`src/rtl/cva5_types.sv`:
```
// Shared CVA5 core types: configuration, instruction IDs, fetch metadata and the decode packet.
package cva5_types;

  typedef struct packed {
    logic [31:0] reset_vector;
    logic        include_fetch_buffer;
  } cpu_config_t;

  localparam cpu_config_t EXAMPLE_CONFIG = '{
    reset_vector:         32'h8000_0000,
    include_fetch_buffer: 1'b1
  };

  localparam int LOG2_MAX_IDS = 3;
  typedef logic [LOG2_MAX_IDS-1:0] id_t;

  typedef enum logic [4:0] {
    INST_ADDR_MISSALIGNED = 5'd0,
    INST_ACCESS_FAULT     = 5'd1,
    ILLEGAL_INST          = 5'd2,
    INST_PAGE_FAULT       = 5'd12
  } exception_code_t;

  typedef struct packed {
    logic            ok;
    exception_code_t error_code;
  } fetch_metadata_t;

  // valid is the top field so the packet can be built as {valid, stored_entry}
  typedef struct packed {
    logic            valid;
    logic [31:0]     pc;
    logic [31:0]     instruction;
    fetch_metadata_t fetch_metadata;
    id_t             id;
  } decode_packet_t;

endpackage

```
`src/rtl/cva5_fifo_lutram.sv`:
```
// Distributed-RAM style FIFO storage: one synchronous write port, one asynchronous read port.
// Zero-cycle read latency; no flow control here, the owner manages pointers and occupancy.
module cva5_fifo_lutram #(
  parameter int WIDTH = 32,
  parameter int DEPTH = 4
) (
  input  logic                     clk,
  input  logic                     write_en,
  input  logic [$clog2(DEPTH)-1:0] write_addr,
  input  logic [WIDTH-1:0]         write_data,
  input  logic [$clog2(DEPTH)-1:0] read_addr,
  output logic [WIDTH-1:0]         read_data
);

  logic [WIDTH-1:0] mem [DEPTH];

  always_ff @(posedge clk) begin
    if (write_en) mem[write_addr] <= write_data;
  end

  assign read_data = mem[read_addr];

endmodule

```
`src/rtl/fetch_instruction_buffer.sv`:
```
// Fetch-to-decode instruction FIFO; push visible at decode one cycle later, head read combinationally.
// fetch_ready depends only on registered count, so a full buffer stalls fetch one cycle past the freeing pop.
module fetch_instruction_buffer
  import cva5_types::*;
#(
  parameter cpu_config_t CONFIG = EXAMPLE_CONFIG,
  parameter int          DEPTH  = 4
) (
  input  logic                       clk,
  input  logic                       rst,
  input  logic                       fetch_valid,
  input  logic [31:0]                fetch_pc,
  input  logic [31:0]                fetch_instruction,
  input  fetch_metadata_t            fetch_metadata,
  input  id_t                        fetch_id,
  output logic                       fetch_ready,
  output decode_packet_t             decode,
  input  logic                       decode_advance,
  input  logic                       flush,
  output logic [$clog2(DEPTH+1)-1:0] occupancy
);

  localparam int PTR_W   = $clog2(DEPTH);
  localparam int CNT_W   = $clog2(DEPTH+1);
  localparam int ENTRY_W = 64 + $bits(fetch_metadata_t) + $bits(id_t);

  logic [PTR_W-1:0]   rd_ptr;
  logic [PTR_W-1:0]   wr_ptr;
  logic [CNT_W-1:0]   count;
  logic               head_valid;
  logic               push;
  logic               pop;
  logic [ENTRY_W-1:0] write_data;
  logic [ENTRY_W-1:0] read_data;

  logic unused_config;
  assign unused_config = ^CONFIG;

  assign fetch_ready = (count != CNT_W'(DEPTH));
  assign head_valid  = (count != '0);
  assign push        = fetch_valid & fetch_ready & ~flush & ~rst;
  assign pop         = decode_advance & head_valid & ~flush & ~rst;
  assign occupancy   = count;

  // Pointers wrap naturally since DEPTH is a power of two; full/empty come from count alone
  always_ff @(posedge clk) begin
    if (rst || flush) begin
      rd_ptr <= '0;
      wr_ptr <= '0;
      count  <= '0;
    end else begin
      if (push) wr_ptr <= wr_ptr + 1'b1;
      if (pop)  rd_ptr <= rd_ptr + 1'b1;
      case ({push, pop})
        2'b10:   count <= count + 1'b1;
        2'b01:   count <= count - 1'b1;
        default: count <= count;
      endcase
    end
  end

  assign write_data = {fetch_pc, fetch_instruction, fetch_metadata, fetch_id};

  cva5_fifo_lutram #(
    .WIDTH(ENTRY_W),
    .DEPTH(DEPTH)
  ) entries (
    .clk       (clk),
    .write_en  (push),
    .write_addr(wr_ptr),
    .write_data(write_data),
    .read_addr (rd_ptr),
    .read_data (read_data)
  );

  always_comb begin
    decode = decode_packet_t'({head_valid, read_data});
  end

endmodule
```
`config.mk`:
```
export PLATFORM = sky130hd
export DESIGN_NAME = fetch_instruction_buffer
export DESIGN_NICKNAME = d
export VERILOG_FILES = /design/src/rtl/cva5_types.sv /design/src/rtl/cva5_fifo_lutram.sv /design/src/rtl/fetch_instruction_buffer.sv
export SDC_FILE = /design/constraint.sdc
export NUM_CORES = 1
export LEC_CHECK = 0
export ABC_AREA = 1
export ABC_CLOCK_PERIOD_IN_PS = 12500
export BUFFER_PORTS_ARGS = -buffer_cell sky130_fd_sc_hd__buf_2
export CORE_ASPECT_RATIO = 1.2
export CORE_MARGIN = 2
export CORE_UTILIZATION = 25
export DETAILED_ROUTE_END_ITERATION = 8
export REMOVE_ABC_BUFFERS = 1
export SYNTH_ARGS = -nofsm -noshare
export SYNTH_HDL_FRONTEND = slang
export SYNTH_HIERARCHICAL = 1
export SYNTH_SLANG_ARGS = --single-unit
export TNS_END_PERCENT = 30
```
`constraint.sdc`:
```
create_clock -name clk -period 12.5 [get_ports clk]
set_input_delay 0.625 -clock clk [delete_from_list [all_inputs] [get_ports clk]]
set_output_delay 0.625 -clock clk [all_outputs]
set_load 0.01 [all_outputs]
```
# After elaboration in Yosys (flattened, before gate mapping)
# Memory sizes are Yosys's and may differ from the RTL's. A register that Yosys moved wholly into a read port is not among the register bits.
# Cells that the tools add are included.
[classes] addsub=4 n_mul=0 n_div=0 order_cmp=0 eq_ne=3 shift=0 n_mux=5 bitwise=8 n_reduce_logical=3
[op_table] cell="1-bit bitwise AND" n=6
[op_table] cell="3-bit case mux with 2 select lines" n=1
[op_table] cell="2-bit by 1-bit adder with 2-bit output (second input constant)" n=2
[op_table] cell="2-bit 2-to-1 mux" n=2
[op_table] cell="3-bit by 1-bit adder with 3-bit output (second input constant)" n=1
[op_table] cell="3-bit inequality test (second input constant)" n=1
[op_table] cell="3-bit nonzero test" n=1
[op_table] cell="3-bit by 1-bit subtractor with 3-bit output (second input constant)" n=1
[op_table] cell="2-bit by 1-bit == test with 1-bit output (second input constant)" n=1
[op_table] cell="2-bit == test (second input constant)" n=1
[op_table] cell="1-bit 2-to-1 mux" n=2
[op_table] cell="1-bit inverter" n=2
[op_table] cell="2-bit nonzero test" n=1
[op_table] cell="1-bit logical OR" n=1
[totals] reg_bits=7 latch_bits=0 mem_bits_rw=292 rom_bits=0 inputBits=78 output_inout_bits=78 wordCells=27 memories=1
[memory_table] name="entries.mem" depth=4 word_bits=73 read_ports=1 rd_clocked_by_memory_dff=1 write_ports=1 line_no="cva5_fifo_lutram.sv:15" text="logic [WIDTH-1:0] mem [DEPTH];"

# Longest topological paths before layout
[depth] depth_word=6 depth_mapped=14 mapped_depth_nobuf=14

# Cells and area by module
# Netlist, hierarchy kept.
[by_module_without_submodules] module="cva5_fifo_lutram" n_inst=1 cells_each=1151 area_per_inst_um2=12320.6 seq_area_each_um2=8768.4
[by_module_without_submodules] module="fetch_instruction_buffer" n_inst=1 cells_each=65 area_per_inst_um2=460.4 seq_area_each_um2=140.1

# Least setup slack after synthesis
# No wires, ideal clock.
[synth_timing] path_kind="input to register" from="input flush" to="memory entries/mem[2][0] in the netlist's numbering (enable)" setup_time_ns=0.594 t_arrival_ns=5.982 t_required_ns=11.906 slack_ns=5.924 cell_stages=7 n_path_buf=0 cell_sequence="inv_2 -> nand2_4 -> nor2_8 -> nand2_4 -> inv_1 -> inv_1 -> nor3_1"
[synth_via] elab_chain_len=5
[synth_rtl] item="start: declaration" line_no="fetch_instruction_buffer.sv:19" text="input logic flush,"
[synth_rtl] item="1-bit inverter" line_no="fetch_instruction_buffer.sv:41" text="assign push = fetch_valid & fetch_ready & ~flush & ~rst;"
[synth_rtl] item="1-bit bitwise AND (2 in series)" line_no="fetch_instruction_buffer.sv:41"
[synth_rtl] item="net push" line_no="fetch_instruction_buffer.sv:31" text="logic push;"
[synth_rtl] item="1-bit 2-to-1 mux" line_no="cva5_fifo_lutram.sv:18" text="if (write_en) mem[write_addr] <= write_data;"
[synth_rtl] item="1-bit 2-to-1 mux (implied by the code)" line_no="cva5_fifo_lutram.sv:18"
[synth_rtl] item="end: declaration" line_no="cva5_fifo_lutram.sv:15"
# The timed path passes the listed nets, and every way through them passes these cells.

==> reports/metrics.cfg <==
[synthesis]
yosys_warnings = 6
synth-seq-cells = 299
synth_top_area_cell = edfxtp_1
ys_top_cells_by_count = nand2_1 (379), inv_1 (307), edfxtp_1 (292), nand3_1 (149), buf_2 (19)
syn_area_um2 = 12800
syn_avg_cell_area_um2 = 10.5
yosysUniqueCellTypes = 22
async_flop_share_pct = 0
synth_ff_type = edfxtp_1
synth-edff-count = 292
synth.top_cell.area_share_pct = 68.6
yosysSeqAreaShare_pct = 69.7
synth_cells = 1216
synth_area_leaders = edfxtp_1 (69%), nand2_1 (11%), inv_1 (9.0%)
yosysMostFrequentCell = nand2_1

[floorplan]
row_count = 90
die_area_um2 = 53000
start_util_pct = 25.3
die_width_um = 210
core_area_um2 = 50400
io_pins = 156
die_h_um = 252

[detailed_routing]
drc = 0
wire_per_inst_um = 14.1
drtAntennaViolNets = 0
num_vias = 8238
wl_mm = 28.7
drt-initial-drc-count = 390
dr.pass1.iters = 7
vias_per_cell = 4.04

[cts]
h-tree-depth = 1
clk-insertion-delay-late_ps = 570
ctsHoldBuffers = 0
clkSlewWorstSetupHoldPaths_ps = 60
cts_tree = built
post_cts_buffers = 0
clkSinkCount = 299
cts_buffers = 31
clk_path_buf_depth = 3
cts-root-buf = clkbuf_16
cts_resized = 0

[placement]
place_inst = 1980
dp_hpwl_mm = 17.0
gp_congestion = 0.741
port_buffers = 155
placed_area_um2 = 14200

[flow_run]
max-cap-violations = 0

[power_and_ir_drop]
peakVddDrop_uv = 87.6
powerDensity_nw_per_um2 = 135
leakagePower_nw = 6.80

[final_layout]
n_fill_cell = 5163
final_area_um2 = 15100
final_layout_size_suffix_gt1_share_pct = 17.0
area_growth_pct = 18.4
multi_input_area_um2 = 2390
layoutNonFillerInstCount = 2040
seqCellArea_um2 = 8920
final_net_count = 1449
fin_util_pct = 30.0

[timing]
final.period_utilization_pct = 30.2
setup_viol = 0
maxSlewViolCount = 0
slew_headroom_pct = 39.3
worstMarginPinSlew_ps = 911
fin_crit_ps = 3770
fmax_mhz = 265
fin_tns_setup_ps = 0
rsz0062_at_grt = no
skew_ps = 9.51
holdWs_ps = 263
hold_viol = 0

[global_routing]
antenna_found_initial = 7
grt_pass1_wl_mm = 44.0
grt_pass1_vias = 8113
gr-total-overflow = 0
grt_max_degree = 78
grtUsageTotal_pct = 10.7

[worst_setup_path]
cp_max_fo = 77
crit_chain = inv_4 -> buf_4 -> nand2_1 -> nand3_1 -> nand2_1 -> buf_2
endpoint_kind = output pin
path_class = reg -> out
path_buf_inv = 3
cp.required_ps = 11880
cp.arrival_ps = 3150
cpMostUsedCell = nand2_1
max_stage_delay_ps = 770
slowest_stage = buf_4
startpoint_type = flip-flop
cp_top_family = buffers and inverters

[outcome]
outcome = finished, final reports clean

[min_path]
hold_path_class = in -> reg

[through the flow]
stage | power, mW | setup slack [ps]
after floorplan | 1.16 | 5920
final | 2.04 | 8730
after global placement | 1.19 | 9320
after CTS | 2.07 | 8640
after detailed placement | 1.19 | 9280
after global routing | 2.11 | 8420
[sequential cells by signal (all words and copies together), names as in the netlist]
register	flops
entries/mem	292
occupancy	3
rd_ptr	2
wr_ptr	2
[area by class of cell]
| cell class | count | share of cell area [%] |
|---|---|---|
| sequential | 299 | 58.9 |
| multi-input combinational | 555 | 15.8 |
| inverter | 314 | 7.81 |
| timing repair buffer | 168 | 5.77 |
| clock buffer | 43 | 5.62 |
| tap | 644 | 5.32 |
| clock inverter | 15 | 0.752 |
| antenna | 2 | 0.0331 |
[path summary, 6_finish.rpt]
check,start,endpoint,slack (ps),depth (start not counted)
min reg2reg,occupancy[0],occupancy[0],490,1
max,rd_ptr[0],decode[12],8730,6
max reg2reg,occupancy[1],entries/mem[1][15],9980,8
min,fetch_instruction[19],entries/mem[3][28],260,1
[worst reg2reg max path, stage by stage, from the launching register on]
cell and delay [ps]:
dfxtp_1 370, inv_2 80, nand3_2 120, nand2_4 80
inv_1 50, inv_1 90, nor3_2 140, buf_4 400
buf_4 760
[placed cells by master (no fill, tap or decap), drive strengths merged]
cell type / count
diode: 2
inv: 314
ha: 1
edfxtp: 292
a21oi: 4
fa: 1
clkinv: 10
buf: 168
dfxtp: 7
clkinvlp: 4
o21ai: 2
nand2: 384
clkbuf: 43
nor3: 4
nand3: 151
bufinv: 1
nor2: 8
[layer usage]
layer  global-route usage [%]  wire (µm)  share of wire (%)
met4                     3.48        708                2.5
met1                     13.1      12600                 44
met2                     18.5      13900                 48
met3                     2.45       1510                5.3
met5                        0         66               0.23
[report_power, final]
| part | internal, mW | switching (mW) |
|---|---|---|
| registers | 1.11 | 0.00228 |
| logic | 0.0204 | 0.0363 |
| clock network | 0.495 | 0.375 |
[cells by family (layout without fill, tap and decap cells)]
| group | after synthesis | in the layout | share of synthesized area, % |
|---|---|---|---|
| and+or+nand+nor | 547 | 547 | 18.0 |
| buffers and inverters | 362 | 540 | 11.8 |
| DFF | 299 | 299 | 69.7 |
| AOI/OAI and AO/OA | 6 | 6 | 0.264 |
| adders and majority gates | 2 | 2 | 0.255 |
| other | 0 | 2 | 0 |
(Power assumes the default switching activity.)
